===== config.mk =====
export PLATFORM = sky130hd
export DESIGN_NAME = fwd_hazard_unit
export DESIGN_NICKNAME = d
export VERILOG_FILES = /design/src/rtl/fwd_hazard_unit.sv
export SDC_FILE = /design/constraint.sdc
export NUM_CORES = 1
export LEC_CHECK = 0
export CORE_MARGIN = 2
export CORE_UTILIZATION = 31
export CTS_CLUSTER_SIZE = 16
export DETAILED_ROUTE_END_ITERATION = 16
export GPL_ROUTABILITY_DRIVEN = 1
export PLACE_DENSITY = 0.66
export RECOVER_POWER = 100
export SLEW_MARGIN = 20
export SYNTH_ARGS = -nofsm -noshare
export SYNTH_HDL_FRONTEND = slang
export SYNTH_SLANG_ARGS = --single-unit

===== constraint.sdc =====
create_clock -name clk_i -period 3.95 [get_ports clk_i]
set_input_delay 0.5925 -clock clk_i [delete_from_list [all_inputs] [get_ports clk_i]]
set_output_delay 0.5925 -clock clk_i [all_outputs]
set_load 0.01 [all_outputs]

===== src/rtl/fwd_hazard_unit.sv =====
// Forwarding / load-use hazard unit: tracks DEPTH in-flight producers and issues a
// registered per-port forward select aligned to EX, plus a combinational load-use stall.

module fwd_hazard_port #(
    parameter int REG_AW   = 5,
    parameter int DEPTH    = 3,
    parameter int LOAD_LAT = 1,
    parameter int SEL_W    = 2
) (
    input  logic [REG_AW-1:0]            rs_i,
    input  logic                         rs_used_i,
    input  logic [DEPTH:1]               vld_i,
    input  logic [DEPTH:1][REG_AW-1:0]   rd_i,
    input  logic [DEPTH:1]               regwrite_i,
    input  logic [DEPTH:1]               memread_i,
    output logic [SEL_W-1:0]             sel_o,
    output logic                         load_hit_o
);
    logic [DEPTH:1] prod;
    logic           unused_tail;

    for (genvar k = 1; k <= DEPTH; k++) begin : g_prod
        assign prod[k] = vld_i[k] & regwrite_i[k] & (rd_i[k] != '0) &
                         (rd_i[k] == rs_i) & rs_used_i;
    end

    // Scan oldest to youngest so the youngest producer overrides; RDEPTH is excluded
    // because the regfile write lands before the read.
    always_comb begin
        sel_o = '0;
        for (int k = DEPTH - 1; k >= 1; k--) begin
            if (prod[k]) sel_o = SEL_W'(k);
        end
    end

    always_comb begin
        load_hit_o = 1'b0;
        for (int k = 1; k <= LOAD_LAT; k++) begin
            if (prod[k] & memread_i[k]) load_hit_o = 1'b1;
        end
    end

    assign unused_tail = prod[DEPTH] ^ (^memread_i);
endmodule

module fwd_hazard_unit #(
    parameter int  REG_AW   = 5,
    parameter int  NUM_RS   = 2,
    parameter int  DEPTH    = 3,
    parameter int  LOAD_LAT = 1,
    parameter int  CNT_W    = 16,
    localparam int SEL_W    = $clog2(DEPTH)
) (
    input  logic                      clk_i,
    input  logic                      rst_i,
    input  logic                      id_valid_i,
    input  logic [REG_AW-1:0]         id_rd_i,
    input  logic                      id_regwrite_i,
    input  logic                      id_memread_i,
    input  logic [NUM_RS*REG_AW-1:0]  id_rs_i,
    input  logic [NUM_RS-1:0]         id_rs_used_i,
    input  logic                      flush_i,
    input  logic                      hold_i,
    output logic                      stall_o,
    output logic [NUM_RS*SEL_W-1:0]   fwd_sel_o,
    output logic                      ex_valid_o,
    output logic [CNT_W-1:0]          stall_count_o
);
    logic [DEPTH:1]                 vld_pipe_q, vld_pipe_d;
    logic [DEPTH:1][REG_AW-1:0]     rd_pipe_q, rd_pipe_d;
    logic [DEPTH:1]                 rw_pipe_q, rw_pipe_d;
    logic [DEPTH:1]                 mr_pipe_q, mr_pipe_d;
    logic [NUM_RS-1:0][SEL_W-1:0]   fwd_sel_q, fwd_sel_d;
    logic [CNT_W-1:0]               stall_cnt_q, stall_cnt_d;

    logic [NUM_RS-1:0][SEL_W-1:0]   sel_next;
    logic [NUM_RS-1:0]              load_hit;
    logic                           id_take;

    for (genvar p = 0; p < NUM_RS; p++) begin : g_port
        fwd_hazard_port #(
            .REG_AW   (REG_AW),
            .DEPTH    (DEPTH),
            .LOAD_LAT (LOAD_LAT),
            .SEL_W    (SEL_W)
        ) u_port (
            .rs_i       (id_rs_i[p*REG_AW +: REG_AW]),
            .rs_used_i  (id_rs_used_i[p]),
            .vld_i      (vld_pipe_q),
            .rd_i       (rd_pipe_q),
            .regwrite_i (rw_pipe_q),
            .memread_i  (mr_pipe_q),
            .sel_o      (sel_next[p]),
            .load_hit_o (load_hit[p])
        );
    end

    // id_valid gates everything first so X on the other id_* inputs cannot leak out.
    assign stall_o = id_valid_i & ~flush_i & (|load_hit);
    assign id_take = id_valid_i & ~stall_o & ~flush_i;

    always_comb begin
        vld_pipe_d  = vld_pipe_q;
        rd_pipe_d   = rd_pipe_q;
        rw_pipe_d   = rw_pipe_q;
        mr_pipe_d   = mr_pipe_q;
        fwd_sel_d   = fwd_sel_q;
        stall_cnt_d = stall_cnt_q;
        if (!hold_i) begin
            vld_pipe_d[1] = id_take;
            rd_pipe_d[1]  = id_take ? id_rd_i : '0;
            rw_pipe_d[1]  = id_take ? id_regwrite_i : 1'b0;
            mr_pipe_d[1]  = id_take ? id_memread_i : 1'b0;
            for (int k = 2; k <= DEPTH; k++) begin
                vld_pipe_d[k] = vld_pipe_q[k-1];
                rd_pipe_d[k]  = rd_pipe_q[k-1];
                rw_pipe_d[k]  = rw_pipe_q[k-1];
                mr_pipe_d[k]  = mr_pipe_q[k-1];
            end
            fwd_sel_d = id_take ? sel_next : '0;
            if (stall_o && (stall_cnt_q != '1)) stall_cnt_d = stall_cnt_q + CNT_W'(1);
        end
    end

    always_ff @(posedge clk_i or posedge rst_i) begin
        if (rst_i) begin
            vld_pipe_q  <= '0;
            rd_pipe_q   <= '0;
            rw_pipe_q   <= '0;
            mr_pipe_q   <= '0;
            fwd_sel_q   <= '0;
            stall_cnt_q <= '0;
        end else begin
            vld_pipe_q  <= vld_pipe_d;
            rd_pipe_q   <= rd_pipe_d;
            rw_pipe_q   <= rw_pipe_d;
            mr_pipe_q   <= mr_pipe_d;
            fwd_sel_q   <= fwd_sel_d;
            stall_cnt_q <= stall_cnt_d;
        end
    end

    assign ex_valid_o    = vld_pipe_q[1];
    assign fwd_sel_o     = fwd_sel_q;
    assign stall_count_o = stall_cnt_q;
endmodule


======== Word level (Yosys, flattened, before mapping) ========
Cells that the tools add are included.
storage, ports and cells
  bits in registers ....................... 35
  input port bits ......................... 24
  output and inout bits ................... 22
  word-level logic and storage cells ...... 50
operators by class
  add/subtract/negate cells ............... 1
  equal/unequal tests ..................... 5
  muxes and demuxes ....................... 10
  bitwise operators ....................... 21
  reductions and logical operators ........ 5
operators with widths
  kind                     number
  $eq A5 B5 Y1             4
  $and A1 B1 Y1            18
  $add A16 B1 Y16 const B  1
  $ne A16 B16 Y1 const B   1
  $reduce_bool A5 Y1       2
  $mux W2                  4
  $mux W5                  1
  $mux W1                  4
  $mux W4                  1
  $not A1 Y1               3
  $reduce_and A2 Y1        1
  $reduce_or A2 Y1         1
  $logic_and A1 B1 Y1      1

======== Logic depth before layout (Yosys ltp) ========
Gate-level depths: netlist of run 1.
  depth after elaboration ................. 12
  gate-level depth with buffers ........... 8
  depth with buffers taken out ............ 6

======== Modules after synthesis ========
A second synthesis of run 1 with hierarchy kept.
unflattened totals
  cell total of the unflattened synthesis .. 181
  area total of the unflattened synthesis .. 2247.2 sq um
modules (own cells, without submodules)
  module           times used  cells an instance  area an instance (sq um)  sequential area each (sq um)
  fwd_hazard_unit  1           139                1929.4                    1101.1
  fwd_hazard_port  2           21                 158.9                     0.0

======== Worst setup path after synthesis of run 1 ========
Ideal clock, no wire load.
  path kind ............................... in2out
  from .................................... input id_rs_i[4]
  to ...................................... output stall_o
  arrival time ............................ 1.747 ns
  required time ........................... 3.357 ns
  setup slack ............................. 1.611 ns
  stages .................................. 6
  path buffers ............................ 1
  cells stage by stage .................... xor2_1 -> nor4_2 -> a32o_1 -> buf_6 -> nand2_1 -> nor3b_1
on the way
  word-level cells in the longest chain between the ends .. 7
RTL lines
  item              line  source
  from (decl)       60    input logic [NUM_RS*REG_AW-1:0] id_rs_i,
  $eq A5 B5 Y1      24    (rd_i[k] == rs_i) & rs_used_i;
  $and A1 B1 Y1     23    assign prod[k] = vld_i[k] & regwrite_i[k] & (rd_i[k] != '0) &
  $and A1 B1 Y1     24
  $and A1 B1 Y1     39    if (prod[k] & memread_i[k]) load_hit_o = 1'b1;
  $mux W1           39
  $reduce_or A2 Y1  99    assign stall_o = id_valid_i & ~flush_i & (|load_hit);
  $and A1 B1 Y1     99
  to (decl)         64    output logic stall_o,
No other way between the ends.

======== Worst setup path in the final report of run 1 ========
  from .................................... input id_rs_i[7]
  to ...................................... output stall_o
Same word-level chain as after synthesis.

==> results of run 1 <==
[power by group]
| group | switching [mW] | internal, mW | total (mW) |
|---|---|---|---|
| sequential | 0.0148 | 0.369 | 0.383 |
| clock | 0.129 | 0.204 | 0.333 |
| combinational | 0.0383 | 0.0472 | 0.0855 |
| total | 0.182 | 0.620 | 0.802 |
[cell families (layout without fill, tap and decap cells)]
logic type | Yosys count | count (layout) | synth area share
and+or+nand+nor | 60 | 60 | 0.193
xor gates and xnor gates | 35 | 35 | 0.161
DFF | 35 | 35 | 0.461
AOI/OAI and AO/OA | 22 | 22 | 0.0980
muxes | 8 | 8 | 0.0493
buffers and inverters | 8 | 58 | 0.0316
adders and majority gates | 1 | 1 | 0.00658
[Yosys cell counts, types with 3 or more instances]
library cell | instances | area share
nand4_1 | 10 | 0.033
xor2_1 | 16 | 0.074
and3_1 | 12 | 0.039
o21ai_0 | 3 | 0.0079
nand3_1 | 11 | 0.029
nand2_1 | 7 | 0.014
dfrtp_1 | 35 | 0.46
mux2_2 | 7 | 0.041
a22o_1 | 6 | 0.028
nor3_1 | 3 | 0.0079
nor4_1 | 4 | 0.013
xnor2_1 | 19 | 0.088
[routing by layer]
metal	vias to the layer above	track usage	part of all wire
met4	0	0.0300	0.0086
met1	736	0.200	0.49
met2	37	0.215	0.45
met5	-	0	0
li1	728	-	-
met3	5	0.0380	0.052
[registers in the layout, indices dropped and copies added (netlist names)]
signal         cells
stall_count_o     16
rd_pipe_q         10
fwd_sel_o          4
rw_pipe_q          2
vld_pipe_q         2
mr_pipe_q          1
[area by class of cell]
cell class / count / area (µm²) / share of cell area
tap: 75 / 93.8 / 0.0375
sequential: 35 / 876 / 0.350
timing repair buffer: 48 / 465 / 0.186
clock inverter: 2 / 35.0 / 0.0140
multi-input combinational: 126 / 941 / 0.376
clock buffer: 6 / 82.6 / 0.0330
inverter: 2 / 7.51 / 0.00300
[critical path: cells and delay by family]
family	cells	cell delay (ns)
simple gates	3	0.65
compound gates	1	0.23
xor+xnor	1	0.17
buf+inv	2	1.09
[cells in the final DEF (no fill, tap or decap), types with 2 or more instances in the layout]
| cell | n |
|---|---|
| clkbuf_1 | 2 |
| a21oi_1 | 2 |
| inv_1 | 2 |
| nor3_1 | 3 |
| nor4_1 | 4 |
| a22o_1 | 6 |
| dlygate4sd3_1 | 24 |
| o31ai_1 | 2 |
| a32o_1 | 2 |
| dfrtp_1 | 35 |
| nand3_1 | 11 |
| nand2_1 | 7 |
| mux2_2 | 7 |
| and3_1 | 12 |
| xnor2_1 | 19 |
| xor2_1 | 16 |
| nor2_1 | 3 |
| clkdlybuf4s50_1 | 21 |
| nand4_1 | 10 |
| nor3b_1 | 2 |
| clkbuf_8 | 6 |
| o41ai_1 | 2 |
| o21ai_0 | 3 |
| and2_1 | 2 |
[how the worst min path moves through the flow]
stage / startpoint / to / slack, ns / cells after the start
after floorplan: mr_pipe_q[1]$_DFFE_PP0N_ / fwd_sel_o[0]$_DFFE_PP0N_ / 0.47 / 1
after global placement: fwd_sel_o[3]$_DFFE_PP0N_ / fwd_sel_o[3]$_DFFE_PP0N_ / 0.46 / 2
after detailed placement: fwd_sel_o[0]$_DFFE_PP0N_ / fwd_sel_o[0]$_DFFE_PP0N_ / 0.47 / 2
after CTS: fwd_sel_o[0]$_DFFE_PP0N_ / fwd_sel_o[0]$_DFFE_PP0N_ / 0.49 / 2
after global routing: fwd_sel_o[1]$_DFFE_PP0N_ / fwd_sel_o[1]$_DFFE_PP0N_ / 0.51 / 2
final: fwd_sel_o[0]$_DFFE_PP0N_ / fwd_sel_o[0]$_DFFE_PP0N_ / 0.48 / 2
==> impl_metrics.yaml, run 1 <==
placed_design:
  place_ws_ns: 0.664
  dpl-instance-area_um2: 2420
  portBuffers: 45
  hpwl_um: 3150
  gp_congestion: 0.763
  dp.cells: 286
route:
  via_count: 1506
  route.detailed.drc: 0
  vias_per_cell: 5.12
  first_pass_iters: 4
  drt_iter0_markers: 58
  ant_nets: 0
  wire_per_inst_um: 15.1
  drt-total-wl_um: 4430
worst_hold_path:
  min_path_type: "reg -> reg"
grt:
  grt.total_usage: 0.141
  grt_overflow: 0
  grt_pass1_wl_um: 7320
  antenna_found_initial: 0
  grt_max_degree: 36
  grt_pass1_vias: 1453
timing:
  rsz0062_at_grt: "no"
  fin_ws_ns: 0.624
  min_period_over_period: 0.842
  whs_ns: 0.483
  drv_slew: 36
  fin_crit_ns: 3.33
  worstMarginPinSlew_ns: 1.95
  fmax_mhz: 301
  relSlewSlack: -0.299
  hold_viol_final: 0
  tns_ns: 0
  skew_ns: 0.00834
  setup_viol: 0
power_and_ir_drop:
  ir_drop_v: 0.000139
  power.leakage_nw: 1.14
  p_total_mw: 0.802
  powerDensity_nw_per_um2: 321
final_layout:
  final_nets: 243
  nFillCells: 593
  final_util: 0.422
  fin_cells: 294
  stdcell_area_um2: 2500
  n_antenna_cell: 0
  syn_to_final_growth_pct: 31.5
  drive_gt1_frac: 0.0913
yosys:
  ys_ff_latch: 35
  syn_nets: 194
  synth_cell_types: 39
  async_flop_share: 1.00
  synth-main-ff-cell: "dfrtp_1"
  synth_cells: 169
  yosys_warnings: 0
  synth-edff-count: 0
  syn_area_per_cell_um2: 11.3
  syn-cell-area_um2: 1900
  ys_seq_area_frac: 0.461
cts:
  clkSinkCount: 35
  root_buffer: "clkbuf_8"
  numCtsBuffers: 5
  cts_resized: 0
  cts_tree: "yes"
  cts_max_level: 2
  clkTransAtPathRegs_ns: 0.08
  cts.path.max_buffers: 2
  cts_setup_buffers: 0
  clock_latency_ns: 0.28
  cts_hold_buf: 0
setup_path:
  setup.worst_path.end: "stall_o"
  cp-end-kind: "primary output"
  r2r_slack_ns: 1.73
  critical_path.max_stage_delay_ns: 0.63
  cpMaxStageDelayCell: "dlygate4sd3_1"
  path_cells: "clkdlybuf4s50_1 -> xor2_1 -> nor4_1 -> a32o_1 -> nand2_1 -> nor3b_1 -> dlygate4sd3_1"
  r2r_cells: 4
  cp-startpoint: "id_rs_i[7]"
  critPathLaunchType: "input pin"
  r2r-end: "rd_pipe_q[3]$_DFFE_PP0N_"
  cp_max_fo: 2
  cp.arrival_ns: 2.73
  cp.required_ns: 3.36
  r2r-start: "rd_pipe_q[0]$_DFFE_PP0N_"
  path_class: "in -> out"
status:
  status: "finished with violations"
  violations: "max-capacitance violations, max-slew violations"
die:
  die_h_um: 82.3
  core-area_um2: 5920
  die_w_um: 82.3
  rows: 28
  pin_count: 46
  start_util: 0.321
  die-area_um2: 6780
flow_run:
  maxCapViolations: 1
Note: power is estimated with default switching activity, not from simulation.
==> run 2: changes to the inputs <==
==> constraint.sdc (replaced) <==
create_clock -name clk_i -period 3.3 [get_ports clk_i]
set_input_delay 0.495 -clock clk_i [delete_from_list [all_inputs] [get_ports clk_i]]
set_output_delay 0.495 -clock clk_i [all_outputs]
set_load 0.01 [all_outputs]
==> run 2 against run 1 <==
Against the previous run: the flow still finishes with violations (max-capacitance violations, max-slew violations); register-to-register slack got worse by 1.0 ns; clock skew increased by 0.0022 ns; critical path type unchanged; sequential share of layout area grew 0.18 points; sequential cell count stayed put.
==> impl_metrics.yaml, run 2 (synthesized netlist as in run 1, its figures left out) <==
placed_design:
  dpl-instance-area_um2: 2420
  hpwl_um: 3140
  portBuffers: 45
  dp.cells: 286
  gp_congestion: 0.762
cts:
  cts_setup_buffers: 0
  cts_resized: 0
  clock_latency_ns: 0.29
  cts_max_level: 2
  root_buffer: "clkbuf_8"
  cts_hold_buf: 0
  cts_tree: "yes"
  numCtsBuffers: 5
  clkSinkCount: 35
  cts.path.max_buffers: 2
  clkTransAtPathRegs_ns: 0.08
die:
  die_h_um: 82.3
  start_util: 0.321
  die-area_um2: 6780
  core-area_um2: 5920
  pin_count: 46
  rows: 28
  die_w_um: 82.3
timing:
  fin_crit_ns: 3.11
  skew_ns: 0.0105
  fmax_mhz: 321
  min_period_over_period: 0.943
  tns_ns: 0
  hold_viol_final: 0
  drv_slew: 36
  rsz0062_at_grt: "no"
  worstMarginPinSlew_ns: 1.91
  relSlewSlack: -0.276
  setup_viol: 0
  whs_ns: 0.481
setup_path:
  cp.arrival_ns: 2.62
  path_cells: "clkdlybuf4s50_1 -> xor2_1 -> nor4_1 -> a32o_1 -> nand2_1 -> nor3b_1 -> clkdlybuf4s50_1"
  path_class: "in -> out"
  critPathLaunchType: "input pin"
  cpMaxStageDelayCell: "clkdlybuf4s50_1"
  critical_path.max_stage_delay_ns: 0.56
  cp-end-kind: "primary output"
  cp_max_fo: 2
  critical-path-top-delay-family: "buffers and inverters"
  cp.required_ns: 2.80
  worst-path-buf-inv: 2
  crit_top_cell: "clkdlybuf4s50_1"
power_and_ir_drop:
  power_frac_seq: 0.484
  p_sw_frac: 0.239
  powerDensity_nw_per_um2: 380
  p_comb_frac: 0.105
  p_clk_frac: 0.411
  intPower_mw: 0.721
  ir_drop_v: 0.000179
  p_switching_mw: 0.226
  power.leakage_nw: 1.14
grt:
  grt_pass1_wl_um: 7290
  grt_pass1_vias: 1472
  grt_overflow: 0
  grt_max_degree: 36
  grt.total_usage: 0.143
  antenna_found_initial: 0
flow_run:
  maxCapViolations: 1
final_layout:
  seq_area_um2: 876
  stdcell_area_um2: 2490
  n_antenna_cell: 0
  drive_gt1_frac: 0.0822
  nFillCells: 594
  final_cell_mix: "dfrtp_1 (35), dlygate4sd3_1 (23), clkdlybuf4s50_1 (22)"
  mostFrequentLayoutCell: "dfrtp_1"
  syn_to_final_growth_pct: 30.9
  final_util: 0.420
  multiInputGateArea_um2: 937
  largest_register_ffs: 16
  fin_cells: 294
  final_nets: 243
route:
  drt_iter0_markers: 32
  via_count: 1505
  wire_per_inst_um: 15.0
  route.detailed.drc: 0
  first_pass_iters: 4
  drt-total-wl_um: 4400
  ant_nets: 0
  vias_per_cell: 5.12
worst_hold_path:
  min_path_type: "reg -> reg"
status:
  status: "finished with violations"
  violations: "max-capacitance violations, max-slew violations"
[run 2: final cells by class]
cell class | count | share of cell area
Tap cell | 75 | 0.0377
Clock buffer | 5 | 0.0277
Clock inverter | 3 | 0.0176
Inverter | 2 | 0.00302
Sequential cell | 35 | 0.352
Multi-Input combinational cell | 126 | 0.377
Timing Repair Buffer | 48 | 0.186
[run 2: final timing paths]
kind	cells past startpoint	slack [ns]	to	from
worst max-delay path	7	0.19	stall_o	id_rs_i[2]
worst min-delay path	2	0.48	fwd_sel_o[2]$_DFFE_PP0N_	fwd_sel_o[2]$_DFFE_PP0N_
worst max register to register	6	0.71	rd_pipe_q[0]$_DFFE_PP0N_	rd_pipe_q[4]$_DFFE_PP0N_
worst min register to register	2	0.48	fwd_sel_o[2]$_DFFE_PP0N_	fwd_sel_o[2]$_DFFE_PP0N_
max in group asynchronous	3	0.86	stall_count_o[10]$_DFFE_PP0P_	rst_i
min in group asynchronous	3	1.33	fwd_sel_o[3]$_DFFE_PP0N_	rst_i
[run 2: through the flow]
stage	worst slack (ns)	power, mW
after floorplan	1.15	0.522
after global placement	0.223	0.571
after detailed placement	0.213	0.573
after CTS	0.186	0.968
after global routing	0.0900	0.991
final	0.190	0.947
[run 2: per-layer routing]
metal	track usage	up-vias	wire, µm
met4	0.0450	0	43
li1	-	724	-
met2	0.225	41	2010
met1	0.190	735	2040
met5	0	-	0
met3	0.0391	5	308
[run 2: power groups by stage]
stage               Clock (mW)  Combinational, mW  Sequential [mW]
finish                   0.389             0.0999            0.458
global route             0.420              0.110            0.461
CTS                      0.403              0.107            0.458
detailed placement           0              0.106            0.467
global placement             0              0.105            0.466
floorplan                    0             0.0614            0.461
[run 2: worst register-to-register path: stages (launching register included)]
cell and delay (ns):
dfrtp_1 0.47, xor2_1 0.19, nor4_1 0.37, a32o_1 0.28, clkbuf_1 0.53, a21oi_1 0.34
a22o_1 0.29
==> run 3: changes to the inputs <==
--- a/config.mk
+++ b/config.mk
@@ -12,6 +12,7 @@
 export GPL_ROUTABILITY_DRIVEN = 1
 export PLACE_DENSITY = 0.66
 export RECOVER_POWER = 100
+export SKIP_CTS_REPAIR_TIMING = 1
 export SLEW_MARGIN = 20
 export SYNTH_ARGS = -nofsm -noshare
 export SYNTH_HDL_FRONTEND = slang
==> results of run 3 <==
Final layout, timing and power as in run 2 (identical DEF).
